===== config.mk =====
export PLATFORM = sky130hd
export DESIGN_NAME = qdiv_arbiter_flat
export DESIGN_NICKNAME = d
export VERILOG_FILES = /design/src/rtl/qdiv_arbiter_if.sv /design/src/rtl/qdiv_arbiter.sv /design/src/flat_wrapper.sv
export SDC_FILE = /design/constraint.sdc
export NUM_CORES = 1
export LEC_CHECK = 0
export CAP_MARGIN = 30
export CORE_AREA = 2 2 161 163
export DETAILED_ROUTE_END_ITERATION = 8
export DIE_AREA = 0 0 163 165
export HOLD_SLACK_MARGIN = 0.1
export SLEW_MARGIN = 40
export SYNTH_ARGS = -nofsm -noshare
export SYNTH_HDL_FRONTEND = slang
export SYNTH_SLANG_ARGS = --single-unit

===== constraint.sdc =====
create_clock -name i_clk -period 8.2 [get_ports i_clk]
set_input_delay 0.82 -clock i_clk [delete_from_list [all_inputs] [get_ports i_clk]]
set_output_delay 0.82 -clock i_clk [all_outputs]
set_load 0.05 [all_outputs]

===== src/rtl/qdiv_arbiter_if.sv =====
// qdiv_arbiter_if
//   Bundles the signals between qdiv_arbiter, its NREQ requesters and the
//   shared sequential divider.
//   slave  : arbiter side (drives o_*, samples i_*)
//   master : environment side (requesters + divider; drives i_*, samples o_*)
//
//   Requester side: i_req_valid / o_req_ready (one-hot accept), flattened
//   operands i_req_dividend / i_req_divisor (requester k at [k*N +: N]),
//   o_rsp_valid / i_rsp_ready (one-hot), o_rsp_quotient, o_rsp_overflow.
//   Divider side: o_div_start, o_div_dividend, o_div_divisor,
//   i_div_quotient, i_div_complete (done/idle), i_div_overflow.
//   Status: o_busy, o_grant_id.

interface qdiv_arbiter_if #(
   parameter int N    = 32,
   parameter int NREQ = 4,
   parameter int IDW  = 2
);
   logic [NREQ-1:0]   i_req_valid;
   logic [NREQ-1:0]   o_req_ready;
   logic [NREQ*N-1:0] i_req_dividend;
   logic [NREQ*N-1:0] i_req_divisor;
   logic [NREQ-1:0]   o_rsp_valid;
   logic [NREQ-1:0]   i_rsp_ready;
   logic [N-1:0]      o_rsp_quotient;
   logic              o_rsp_overflow;
   logic              o_div_start;
   logic [N-1:0]      o_div_dividend;
   logic [N-1:0]      o_div_divisor;
   logic [N-1:0]      i_div_quotient;
   logic              i_div_complete;
   logic              i_div_overflow;
   logic              o_busy;
   logic [IDW-1:0]    o_grant_id;

   modport slave (
      input  i_req_valid, i_req_dividend, i_req_divisor, i_rsp_ready,
             i_div_quotient, i_div_complete, i_div_overflow,
      output o_req_ready, o_rsp_valid, o_rsp_quotient, o_rsp_overflow,
             o_div_start, o_div_dividend, o_div_divisor, o_busy, o_grant_id
   );

   modport master (
      output i_req_valid, i_req_dividend, i_req_divisor, i_rsp_ready,
             i_div_quotient, i_div_complete, i_div_overflow,
      input  o_req_ready, o_rsp_valid, o_rsp_quotient, o_rsp_overflow,
             o_div_start, o_div_dividend, o_div_divisor, o_busy, o_grant_id
   );
endinterface


===== src/rtl/qdiv_arbiter.sv =====
// qdiv_arbiter
//   Round-robin scheduler sharing one sequential sign-magnitude Q-format
//   divider among NREQ requesters, one job outstanding at a time. Operands
//   and results are passed through untouched.
//
//   Ports:
//     i_clk  rising-edge clock
//     rst    asynchronous active-high reset (divider should share it)
//     bus    qdiv_arbiter_if.slave: requester handshakes, divider
//            start/complete protocol, o_busy, o_grant_id
//
//   Optional build macro QDIV_ARB_DIVZERO_EN: a job whose divisor magnitude
//   is zero bypasses the divider and returns a saturated quotient with
//   overflow=1 directly from acceptance. Without it such jobs go to the
//   divider like any other.
//
//   state | meaning
//   IDLE  | waiting for a request while the divider reports idle
//   ISSUE | one-cycle start pulse, latched operands on the divider bus
//   WAIT  | divider busy; capture result on first complete=1
//   RESP  | result held on the bus for the granted requester

module qdiv_arbiter #(
   parameter int N    = 32,
   parameter int Q    = 15,
   parameter int NREQ = 4,
   parameter int IDW  = 2
) (
   input  logic          i_clk,
   input  logic          rst,
   qdiv_arbiter_if.slave bus
);

   if (NREQ < 2 || NREQ > 8 || NREQ > (1 << IDW) || Q < 0 || Q >= N) begin : g_cfg_check
      $error("qdiv_arbiter: unsupported parameter set");
   end

   typedef enum logic [1:0] {IDLE, ISSUE, WAIT, RESP} state_t;

   state_t          state, state_nxt;
   logic [IDW-1:0]  last_grant, grant_id;
   logic [IDW-1:0]  pick, cand;
   logic            pick_vld;
   logic            accept, div_zero;
   logic [N-1:0]    sel_dd, sel_dv;
   logic [N-1:0]    op_dd, op_dv;
   logic [N-1:0]    res_q;
   logic            res_ov;
   logic [NREQ-1:0] req_ready, rsp_valid;
   logic            div_start;

   // Search starts one past the last winner so every requester gets a turn.
   always_comb begin
      pick     = '0;
      pick_vld = 1'b0;
      cand     = '0;
      for (int i = 1; i <= NREQ; i++) begin
         cand = IDW'((int'(last_grant) + i) % NREQ);
         if (!pick_vld && bus.i_req_valid[cand]) begin
            pick     = cand;
            pick_vld = 1'b1;
         end
      end
   end

   assign sel_dd = bus.i_req_dividend[int'(pick)*N +: N];
   assign sel_dv = bus.i_req_divisor[int'(pick)*N +: N];

`ifdef QDIV_ARB_DIVZERO_EN
   assign div_zero = (sel_dv[N-2:0] == '0);
`else
   assign div_zero = 1'b0;
`endif

   always_ff @(posedge i_clk or posedge rst) begin
      if (rst) state <= IDLE;
      else     state <= state_nxt;
   end

   always_comb begin
      state_nxt = state;
      req_ready = '0;
      rsp_valid = '0;
      div_start = 1'b0;
      accept    = 1'b0;
      case (state)
         IDLE: begin
            // complete=1 doubles as "divider idle"; never start a busy divider.
            if (bus.i_div_complete && pick_vld && !rst) begin
               req_ready[pick] = 1'b1;
               accept          = 1'b1;
               state_nxt       = div_zero ? RESP : ISSUE;
            end
         end
         ISSUE: begin
            div_start = 1'b1;
            state_nxt = WAIT;
         end
         WAIT: begin
            if (bus.i_div_complete) state_nxt = RESP;
         end
         RESP: begin
            rsp_valid[grant_id] = 1'b1;
            if (bus.i_rsp_ready[grant_id]) state_nxt = IDLE;
         end
         default: state_nxt = IDLE;
      endcase
   end

   always_ff @(posedge i_clk or posedge rst) begin
      if (rst) begin
         last_grant <= IDW'(NREQ - 1);
         grant_id   <= '0;
         op_dd      <= '0;
         op_dv      <= '0;
         res_q      <= '0;
         res_ov     <= 1'b0;
      end else begin
         if (accept) begin
            op_dd      <= sel_dd;
            op_dv      <= sel_dv;
            grant_id   <= pick;
            last_grant <= pick;
`ifdef QDIV_ARB_DIVZERO_EN
            if (div_zero) begin
               res_q  <= {sel_dd[N-1] ^ sel_dv[N-1], {(N-1){1'b1}}};
               res_ov <= 1'b1;
            end
`endif
         end
         if (state == WAIT && bus.i_div_complete) begin
            res_q  <= bus.i_div_quotient;
            res_ov <= bus.i_div_overflow;
         end
      end
   end

   assign bus.o_req_ready    = req_ready;
   assign bus.o_rsp_valid    = rsp_valid;
   assign bus.o_rsp_quotient = res_q;
   assign bus.o_rsp_overflow = res_ov;
   assign bus.o_div_start    = div_start;
   assign bus.o_div_dividend = op_dd;
   assign bus.o_div_divisor  = op_dv;
   assign bus.o_busy         = (state != IDLE);
   assign bus.o_grant_id     = grant_id;

endmodule

===== src/flat_wrapper.sv =====
// flat-port wrapper written by rule: the top's interface ports become plain ports
module qdiv_arbiter_flat 
#(
   parameter int N    = 32,
   parameter int Q    = 15,
   parameter int NREQ = 4,
   parameter int IDW  = 2
)
  (i_clk, rst, bus_i_req_valid, bus_i_req_dividend, bus_i_req_divisor, bus_i_rsp_ready, bus_i_div_quotient, bus_i_div_complete, bus_i_div_overflow, bus_o_req_ready, bus_o_rsp_valid, bus_o_rsp_quotient, bus_o_rsp_overflow, bus_o_div_start, bus_o_div_dividend, bus_o_div_divisor, bus_o_busy, bus_o_grant_id);
  qdiv_arbiter_if #(.N(N), .NREQ(NREQ), .IDW(IDW)) bus_i ();
  input  logic i_clk;
  input  logic rst;
  input wire logic [$bits(bus_i.i_req_valid)-1:0] bus_i_req_valid;
  input wire logic [$bits(bus_i.i_req_dividend)-1:0] bus_i_req_dividend;
  input wire logic [$bits(bus_i.i_req_divisor)-1:0] bus_i_req_divisor;
  input wire logic [$bits(bus_i.i_rsp_ready)-1:0] bus_i_rsp_ready;
  input wire logic [$bits(bus_i.i_div_quotient)-1:0] bus_i_div_quotient;
  input wire logic [$bits(bus_i.i_div_complete)-1:0] bus_i_div_complete;
  input wire logic [$bits(bus_i.i_div_overflow)-1:0] bus_i_div_overflow;
  output wire logic [$bits(bus_i.o_req_ready)-1:0] bus_o_req_ready;
  output wire logic [$bits(bus_i.o_rsp_valid)-1:0] bus_o_rsp_valid;
  output wire logic [$bits(bus_i.o_rsp_quotient)-1:0] bus_o_rsp_quotient;
  output wire logic [$bits(bus_i.o_rsp_overflow)-1:0] bus_o_rsp_overflow;
  output wire logic [$bits(bus_i.o_div_start)-1:0] bus_o_div_start;
  output wire logic [$bits(bus_i.o_div_dividend)-1:0] bus_o_div_dividend;
  output wire logic [$bits(bus_i.o_div_divisor)-1:0] bus_o_div_divisor;
  output wire logic [$bits(bus_i.o_busy)-1:0] bus_o_busy;
  output wire logic [$bits(bus_i.o_grant_id)-1:0] bus_o_grant_id;
  assign bus_i.i_req_valid = bus_i_req_valid;
  assign bus_i.i_req_dividend = bus_i_req_dividend;
  assign bus_i.i_req_divisor = bus_i_req_divisor;
  assign bus_i.i_rsp_ready = bus_i_rsp_ready;
  assign bus_i.i_div_quotient = bus_i_div_quotient;
  assign bus_i.i_div_complete = bus_i_div_complete;
  assign bus_i.i_div_overflow = bus_i_div_overflow;
  assign bus_o_req_ready = bus_i.o_req_ready;
  assign bus_o_rsp_valid = bus_i.o_rsp_valid;
  assign bus_o_rsp_quotient = bus_i.o_rsp_quotient;
  assign bus_o_rsp_overflow = bus_i.o_rsp_overflow;
  assign bus_o_div_start = bus_i.o_div_start;
  assign bus_o_div_dividend = bus_i.o_div_dividend;
  assign bus_o_div_divisor = bus_i.o_div_divisor;
  assign bus_o_busy = bus_i.o_busy;
  assign bus_o_grant_id = bus_i.o_grant_id;
  qdiv_arbiter #(.N(N), .Q(Q), .NREQ(NREQ), .IDW(IDW)) u_core (.i_clk(i_clk), .rst(rst), .bus(bus_i));
endmodule

==> run metrics, run 1 <==
run status finished clean; Overflow after GRT 0; post-DP HPWL 18.4 mm; PortBufs 408; Post-synth EDFFs 0; Netlist cell types 40; largest net degree at the start of global routing 71; WL final 25.8 mm; Post-Place Cells 1308; die area 26900 um2; routed len/inst 19.4 um; Pleak 3.98 nW; WS Path Type input pin to primary output; H-tree depth 3; fmax 0.208 GHz; Fin Setup TNS 0 ns; vias 6468; first-pass GRT wire length 38.0 mm; die height 165 um; DR DRC count 0; worst hold slack 0.509 ns; router iterations before antenna repair 5; Place WS 3.43 ns; syn nets 932; synth warn 0; crit start category input pin; clock latency on the worst-skew pair 0.36 ns; Die Wd 163 um; postcts setup bufs 0; area leader, netlist dfrtp_1; via density per instance 4.88; cts bufs inserted 9; post-route insts no fill 1326; Cells after Synth 628; PwrDens 380 nW/um2; clk sinks 103; most common cell in the synthesized netlist a31oi_1; clock skew 0.0173 ns; Routed Antenna Nets 0; Tmin final 4.80 ns; Rows 58; crit-path max FO 65; CTS tree yes; final worst setup slack 3.40 ns; period utilization 0.585; Post-Syn Area 6040 um2; core area 25000 um2; max cap viols 0; GR Util All Layers 0.185; FFs w/ async S/R, synth 1.00; Synth area leaders dfrtp_1, a31oi_1, a22oi_1; CTS Buffer Depth 2; Routability Congestion 0.822; fraction of layout cells with a size suffix above 1 0.107; Area Growth Syn to Fin 77.0%; clock root cell clkbuf_16; Max-slew headroom 0.426; number of antenna violations at the first check in global routing 2; Worst Path Required 7.38 ns; top post-synthesis cells by count a31oi_1, dfrtp_1, nor2_1, a22oi_1, inv_1; Critical Path Sink Type primary output; worst hold path class register to register; Slew Viols, Final 0; num ports 409; vias in the first global route 6413; Starting Density 0.241; Synth top area share 0.418; post-cts hold buffer count 0; Starting DRT DRC Count 379; data arrival time of the critical path 3.98 ns; RSZ-0062 raised after global routing no; Clock transition at path regs 0.08 ns; peak supply drop 162 uV; # nets final 1293; Fin. Hold Viols 0; measured slew at the worst slew-check pin 0.860 ns; Primary FF master, synth dfrtp_1; endpoints failing setup 0; syn_area_per_cell 9.62 um2; Seq/Total Area, Yosys 0.427; post-CTS sizing 0; #FFs+latches synth 103
cell families (layout without fill, tap and decap cells):
family	Yosys count	after routing	share of synthesized area
multiplexers	36	36	0.0688
AO/OA/AOI/OAI	212	212	0.237
AND/OR/NAND/NOR	160	160	0.176
adder cells (fa/ha/maj)	4	4	0.00829
buffers and inverters	113	479	0.0829
flip-flops	103	103	0.427
other	0	2	0
flip-flops by register name (all words and copies together) (netlist names):
name and count:
u_core.bus.o_div_dividend 32, u_core.bus.o_div_divisor 32, u_core.bus.o_rsp_quotient 32, u_core.bus.o_grant_id 2, u_core.last_grant 2, u_core.state 2, u_core.bus.o_rsp_overflow 1
final timing paths:
check	from	endpoint	slack, ns	cells past startpoint
max in group asynchronous	rst	u_core.bus.o_div_divisor[4]$_DFFE_PP0P_	6.26	3
hold reg to reg	u_core.bus.o_rsp_quotient[3]$_DFFE_PP0P_	u_core.bus.o_rsp_quotient[3]$_DFFE_PP0P_	0.51	1
setup reg to reg	u_core.last_grant[1]$_DFFE_PP1P_	u_core.bus.o_div_dividend[11]$_DFFE_PP0P_	5.25	7
min in group asynchronous	rst	u_core.state[1]$_DFFE_PP0P_	0.95	2
setup / recovery	bus_i_req_valid[3]	bus_o_req_ready[2]	3.40	7
hold / removal	u_core.bus.o_rsp_quotient[3]$_DFFE_PP0P_	u_core.bus.o_rsp_quotient[3]$_DFFE_PP0P_	0.51	1
critical path, stage by stage:
cell and delay, ns:
clkdlybuf4s50_1 0.68, and3b_1 0.27, a2111oi_2 0.29, buf_4 0.69, nand2_1 0.24, nor2_1 0.14
clkdlybuf4s50_1 0.83
final cells by class:
class | instances | area (um2)
antenna | 2 | 5.00
clock buffer | 9 | 225
clock inverter | 7 | 86.3
fill | 2499 | 14300
inverter | 44 | 168
multi-input combinational | 412 | 3030
sequential | 103 | 2580
tap | 330 | 413
timing repair buffer | 419 | 4180
report_power, final:
part / internal [mW] / switching [mW] / total [mW]
clock: 0.220 / 0.238 / 0.457
sequential: 0.771 / 0.155 / 0.927
combinational: 0.943 / 1.74 / 2.68
total: 1.93 / 2.13 / 4.06
layout by cell type, fill, tap and decap left out, drive strengths merged, types with 2 or more instances in the layout:
cell	Yosys	routed
clkdlybuf4s50	0	408
a31oi	128	128
dfrtp	101	101
nor2	76	76
a22oi	64	64
inv	44	47
nor4	37	37
mux2	34	34
nor4b	29	29
buf	33	11
clkbuf	36	9
nand2	6	6
a21oi	6	6
ha	4	4
clkinv	0	4
o21ai	4	4
diode	0	2
nor2b	2	2
nand2b	2	2
nor3	2	2
nor3b	2	2
and2	2	2
dfstp	2	2
metal layers:
metal / wire [um] / vias up / global-route usage / part of all wire
li1: - / 3115 / - / -
met1: 10200 / 3048 / 0.222 / 0.40
met2: 13100 / 279 / 0.329 / 0.51
met3: 2070 / 26 / 0.0460 / 0.080
met4: 406 / 0 / 0.0527 / 0.016
met5: 0 / - / 0 / 0
metrics by stage:
step / area, um2 / total power [mW] / utilization
3_3_place_gp: 10400 / 3.61 / 0.413
2_1_floorplan: 6040 / 2.68 / -
3_5_place_dp: 10400 / 3.63 / 0.414
6_report: 10700 / 4.06 / 0.427
5_1_grt: 10700 / 4.29 / 0.427
4_1_cts: 10700 / 4.10 / 0.427
Note: power is estimated with default switching activity, not from simulation.
==> inputs of run 2 (changes only) <==
--- a/config.mk
+++ b/config.mk
@@ -6,9 +6,9 @@
 export NUM_CORES = 1
 export LEC_CHECK = 0
 export CAP_MARGIN = 30
-export CORE_AREA = 2 2 161 163
+export CORE_AREA = 2 2 158 160
 export DETAILED_ROUTE_END_ITERATION = 8
-export DIE_AREA = 0 0 163 165
+export DIE_AREA = 0 0 160 162
 export HOLD_SLACK_MARGIN = 0.1
 export SLEW_MARGIN = 40
 export SYNTH_ARGS = -nofsm -noshare
==> constraint.sdc (replaced) <==
create_clock -name i_clk -period 5 [get_ports i_clk]
set_input_delay 0.5 -clock i_clk [delete_from_list [all_inputs] [get_ports i_clk]]
set_output_delay 0.5 -clock i_clk [all_outputs]
set_load 0.05 [all_outputs]
==> run 2 against run 1 <==
Sequential share of layout area hardly changed. Clock-buffer cell count stayed put. Sequential power is 65% higher. Die area is 3.6% lower. Global-route usage is 1.5 points higher. Final cell count is 0.38% lower. Critical path depth is 1 lower. Highest routed layer unchanged.
==> run metrics, run 2 (synthesis results as in run 1) <==
diode count 0; Place WS 1.60 ns; Post-Place Cells 1305; cts bufs inserted 9; clock latency on the worst-skew pair 0.35 ns; die area 25900 um2; Pleak 4.00 nW; largest net degree at the start of global routing 73; WL final 27.0 mm; vias 6604; post-route insts no fill 1321; Fin. Hold Viols 0; final worst setup slack 1.58 ns; num ports 409; met1 wire length 10.8 mm; postcts setup bufs 0; WP buf/inv 2; fraction of layout cells with a size suffix above 1 0.109; number of antenna violations at the first check in global routing 0; Slew Viols, Final 0; Clock transition at path regs 0.08 ns; vias in the first global route 6795; routed wl met3 2.05 mm; crit start category input pin; run status finished clean; Routability Congestion 0.855; fmax 0.292 GHz; DR DRC count 0; # fillers 2413; most frequent cells in the layout clkdlybuf4s50_1, a31oi_1, dfrtp_1, nor2_1, a22oi_1; most common cell after layout, fill and taps aside clkdlybuf4s50_1; max cap viols 0; measured slew at the worst slew-check pin 0.845 ns; data arrival time of the critical path 2.92 ns; Die Wd 160 um; die height 162 um; top sig layer met4; Overflow after GRT 0; Routed Antenna Nets 0; worst hold path class register to register; router iterations before antenna repair 4; RSZ-0062 raised after global routing no; clock skew 0.0112 ns; Starting DRT DRC Count 308; Top delay family on crit path buffers and inverters; post-DP HPWL 19.3 mm; core area 24100 um2; Power Total 6.72 mW; Rows 57; Area Growth Syn to Fin 77.1%; period utilization 0.684; crit-path cells clkdlybuf4s50_1 -> and3b_1 -> a2111oi_2 -> nand2_1 -> nor2_1 -> clkdlybuf4s50_1; first-pass GRT wire length 40.1 mm; post-CTS sizing 0; Critical Path Sink Type primary output; PortBufs 408; Max-slew headroom 0.437; WS Path Type input pin to primary output; GR Util All Layers 0.200; post-cts hold buffer count 0; CTS tree yes; clk sinks 103; Max stage delay cell, worst path clkdlybuf4s50_1; Starting Density 0.251; crit-path most repeated cell clkdlybuf4s50_1; via density per instance 5.00; routed len/inst 20.4 um; H-tree depth 3; # nets final 1296; clock root cell clkbuf_16; crit-path max FO 11; Tmin final 3.42 ns; endpoints failing setup 0; Fin Setup TNS 0 ns; Worst Path Required 4.50 ns; worst hold slack 0.506 ns; met2 WL 13.2 mm; Critical Path Max Stage Delay 0.82 ns; CTS Buffer Depth 2; PwrDens 628 nW/um2; peak supply drop 322 uV
run 2: area by class of cell:
class	count	area, um2	share of cell area
inverters	44	170	0.0159
repair buffers	422	4200	0.393
well taps	324	405	0.0379
flip-flops and latches	103	2580	0.241
clock inverters	7	91.3	0.00854
clock buffers	9	225	0.0211
multi-input cells	412	3030	0.283
run 2: path summary, 6_finish.rpt:
kind | start | to | slack [ns] | cells after the start
setup / recovery | bus_i_req_valid[3] | bus_o_req_ready[2] | 1.58 | 6
hold / removal | u_core.bus.o_rsp_quotient[0]$_DFFE_PP0P_ | u_core.bus.o_rsp_quotient[0]$_DFFE_PP0P_ | 0.51 | 1
setup reg to reg | u_core.last_grant[0]$_DFFE_PP1P_ | u_core.bus.o_div_divisor[15]$_DFFE_PP0P_ | 2.32 | 6
hold reg to reg | u_core.bus.o_rsp_quotient[0]$_DFFE_PP0P_ | u_core.bus.o_rsp_quotient[0]$_DFFE_PP0P_ | 0.51 | 1
max in group asynchronous | rst | u_core.bus.o_div_dividend[23]$_DFFE_PP0P_ | 3.30 | 3
min in group asynchronous | rst | u_core.bus.o_rsp_quotient[16]$_DFFE_PP0P_ | 0.66 | 2
run 2: through the flow:
stage               utilization  cell area [um2]
finish                    0.444            10700
global route              0.444            10700
CTS                       0.444            10700
detailed placement        0.431            10400
floorplan                     -             6040
global placement          0.431            10400
run 2: power by group:
part           internal, mW  switching (mW)  total [mW]
registers              1.26           0.261        1.53
clock network         0.365           0.392       0.756
logic                  1.56            2.87        4.44
run 2: per-layer routing:
layer,vias up,track usage
li1,3119,-
met1,3137,0.235
met2,300,0.346
met3,48,0.0534
met4,0,0.0848
met5,-,0
==> inputs of run 3 (changes only) <==
--- a/config.mk
+++ b/config.mk
@@ -6,9 +6,9 @@
 export NUM_CORES = 1
 export LEC_CHECK = 0
 export CAP_MARGIN = 30
-export CORE_AREA = 2 2 158 160
+export CORE_AREA = 2 2 160 162
 export DETAILED_ROUTE_END_ITERATION = 8
-export DIE_AREA = 0 0 160 162
+export DIE_AREA = 0 0 162 164
 export HOLD_SLACK_MARGIN = 0.1
 export SLEW_MARGIN = 40
 export SYNTH_ARGS = -nofsm -noshare
==> constraint.sdc (replaced) <==
create_clock -name i_clk -period 3 [get_ports i_clk]
set_input_delay 0.3 -clock i_clk [delete_from_list [all_inputs] [get_ports i_clk]]
set_output_delay 0.3 -clock i_clk [all_outputs]
set_load 0.05 [all_outputs]
==> run 3 against run 2 <==
Critical endpoint unchanged. Wire length shrank 2.6%. Worst setup slack lost 1.3 ns. Clock power is 61% higher. Die area up 2.5%. Sequential share of layout area down 0.30 points. Clock-buffer cell count unchanged. Sequential cell count unchanged. Largest cell class unchanged. Worst hold slack better by 0.0013 ns. Register-to-register slack got worse by 1.7 ns.
==> run metrics, run 3 (synthesis results as in run 1) <==
Overflow after GRT 0; vias 6536; Routed Antenna Nets 0; Rows 58; clk sinks 103; Routability Congestion 0.815; Critical Path Sink Type primary output; Area Growth Syn to Fin 79.3%; DR DRC count 0; H-tree depth 3; measured slew at the worst slew-check pin 0.626 ns; clock root cell clkbuf_16; worst hold path class register to register; Max-slew headroom 0.582; most frequent cells in the layout clkdlybuf4s50_1, a31oi_1, dfrtp_1, nor2_1, a22oi_1; via density per instance 4.89; crit-path cells mux2i_1 -> o22ai_4 -> or2_2 -> nor2_1 -> buf_4; number of antenna violations at the first check in global routing 0; Worst Path Required 2.70 ns; Critical Path Max Stage Delay 0.65 ns; run status finished clean; peak supply drop 592 uV; fraction of layout cells with a size suffix above 1 0.122; top sig layer met4; endpoints failing setup 0; WL final 26.3 mm; post-cts hold buffer count 0; Power Total 11.2 mW; met1 wire length 9.99 mm; post-CTS sizing 0; die area 26600 um2; Fin. Hold Viols 0; Tmin final 2.74 ns; Die Wd 162 um; Pleak 4.07 nW; routed wl met3 2.03 mm; post-route insts no fill 1337; # nets final 1306; num ports 409; period utilization 0.913; Register Area 2580 um2; crit start category register; Multi-input gate area 3030 um2; placed inst area 10500 um2; routed len/inst 19.7 um; # fillers 2491; postcts setup bufs 0; WP buf/inv 1; Worst R2R Setup Slack 0.61 ns; router iterations before antenna repair 5; Starting DRT DRC Count 335; data arrival time of the critical path 2.44 ns; WS Path Type register to primary output; Max stage delay cell, worst path dfstp_2; clock latency on the worst-skew pair 0.36 ns; first-pass GRT wire length 38.2 mm; met2 WL 13.7 mm; crit-path max FO 18; clock skew 0.0139 ns; vias in the first global route 6543; PortBufs 408; core area 24800 um2; GR Util All Layers 0.189; Fin Setup TNS 0 ns; finished layout cell area 10800 um2; Starting Density 0.243; PwrDens 1040 nW/um2; fmax 0.365 GHz; diode count 0; CTS Buffer Depth 2; most common cell after layout, fill and taps aside clkdlybuf4s50_1; Post-Place Cells 1321; max cap viols 0; cts bufs inserted 9; largest net degree at the start of global routing 66; die height 164 um; Clock transition at path regs 0.08 ns; CTS tree yes; Slew Viols, Final 0; Top delay family on crit path simple AND/OR/NAND/NOR gates; post-DP HPWL 19.8 mm; RSZ-0062 raised after global routing no
[run 3: changes by cell type in the layout (fill, tap and decap cells not counted), sizes merged]
cell           before  now
inv                48   47
clkdlybuf4s50     408  404
clkinvlp            0    1
buf                14   28
[run 3: worst paths after layout]
path,startpoint,end,cells after the start
setup / recovery,u_core.last_grant[1]$_DFFE_PP1P_,bus_o_req_ready[2],5
hold / removal,u_core.bus.o_rsp_quotient[1]$_DFFE_PP0P_,u_core.bus.o_rsp_quotient[1]$_DFFE_PP0P_,1
min in group asynchronous,rst,u_core.bus.o_div_divisor[25]$_DFFE_PP0P_,3
hold reg to reg,u_core.bus.o_rsp_quotient[1]$_DFFE_PP0P_,u_core.bus.o_rsp_quotient[1]$_DFFE_PP0P_,1
setup reg to reg,u_core.last_grant[1]$_DFFE_PP1P_,u_core.bus.o_div_dividend[7]$_DFFE_PP0P_,6
max in group asynchronous,rst,u_core.bus.o_div_dividend[22]$_DFFE_PP0P_,3
[run 3: through the flow]
| step | hold WS, ns | util | setup slack (ns) |
|---|---|---|---|
| finish | 0.507 | 0.436 | 0.261 |
| global route | 0.517 | 0.436 | 0.171 |
| CTS | 0.510 | 0.436 | 0.221 |
| detailed placement | 0.491 | 0.424 | 0.231 |
| global placement | 0.487 | 0.424 | 0.324 |
| floorplan | 0.451 | - | 0.367 |
[run 3: where the power goes]
group / internal (mW) / switching (mW)
Combinational: 2.68 / 4.79
Clock: 0.593 / 0.626
Sequential: 2.11 / 0.418
Total: 5.38 / 5.83
[run 3: layer usage]
metal,vias up,global-route usage
met4,0,0.0696
met3,29,0.0444
met5,-,0
li1,3134,-
met1,3077,0.214
met2,296,0.347
[run 3: worst register-to-register path: cells and delay by family (launching register included)]
family                 cells  cell delay [ns]
flip-flops                 1             0.65
AND/OR/NAND/NOR            1             0.50
AO/OA/AOI/OAI              3             0.47
multiplexers               1             0.33
buffers and inverters      1             0.31
[run 3: final cells by class]
type / instances / area share
clock buffers: 9 / 0.0208
clock inverters: 7 / 0.00682
inverters: 44 / 0.0156
multi-input cells: 412 / 0.279
flip-flops and latches: 103 / 0.238
well taps: 330 / 0.0381
repair buffers: 432 / 0.401
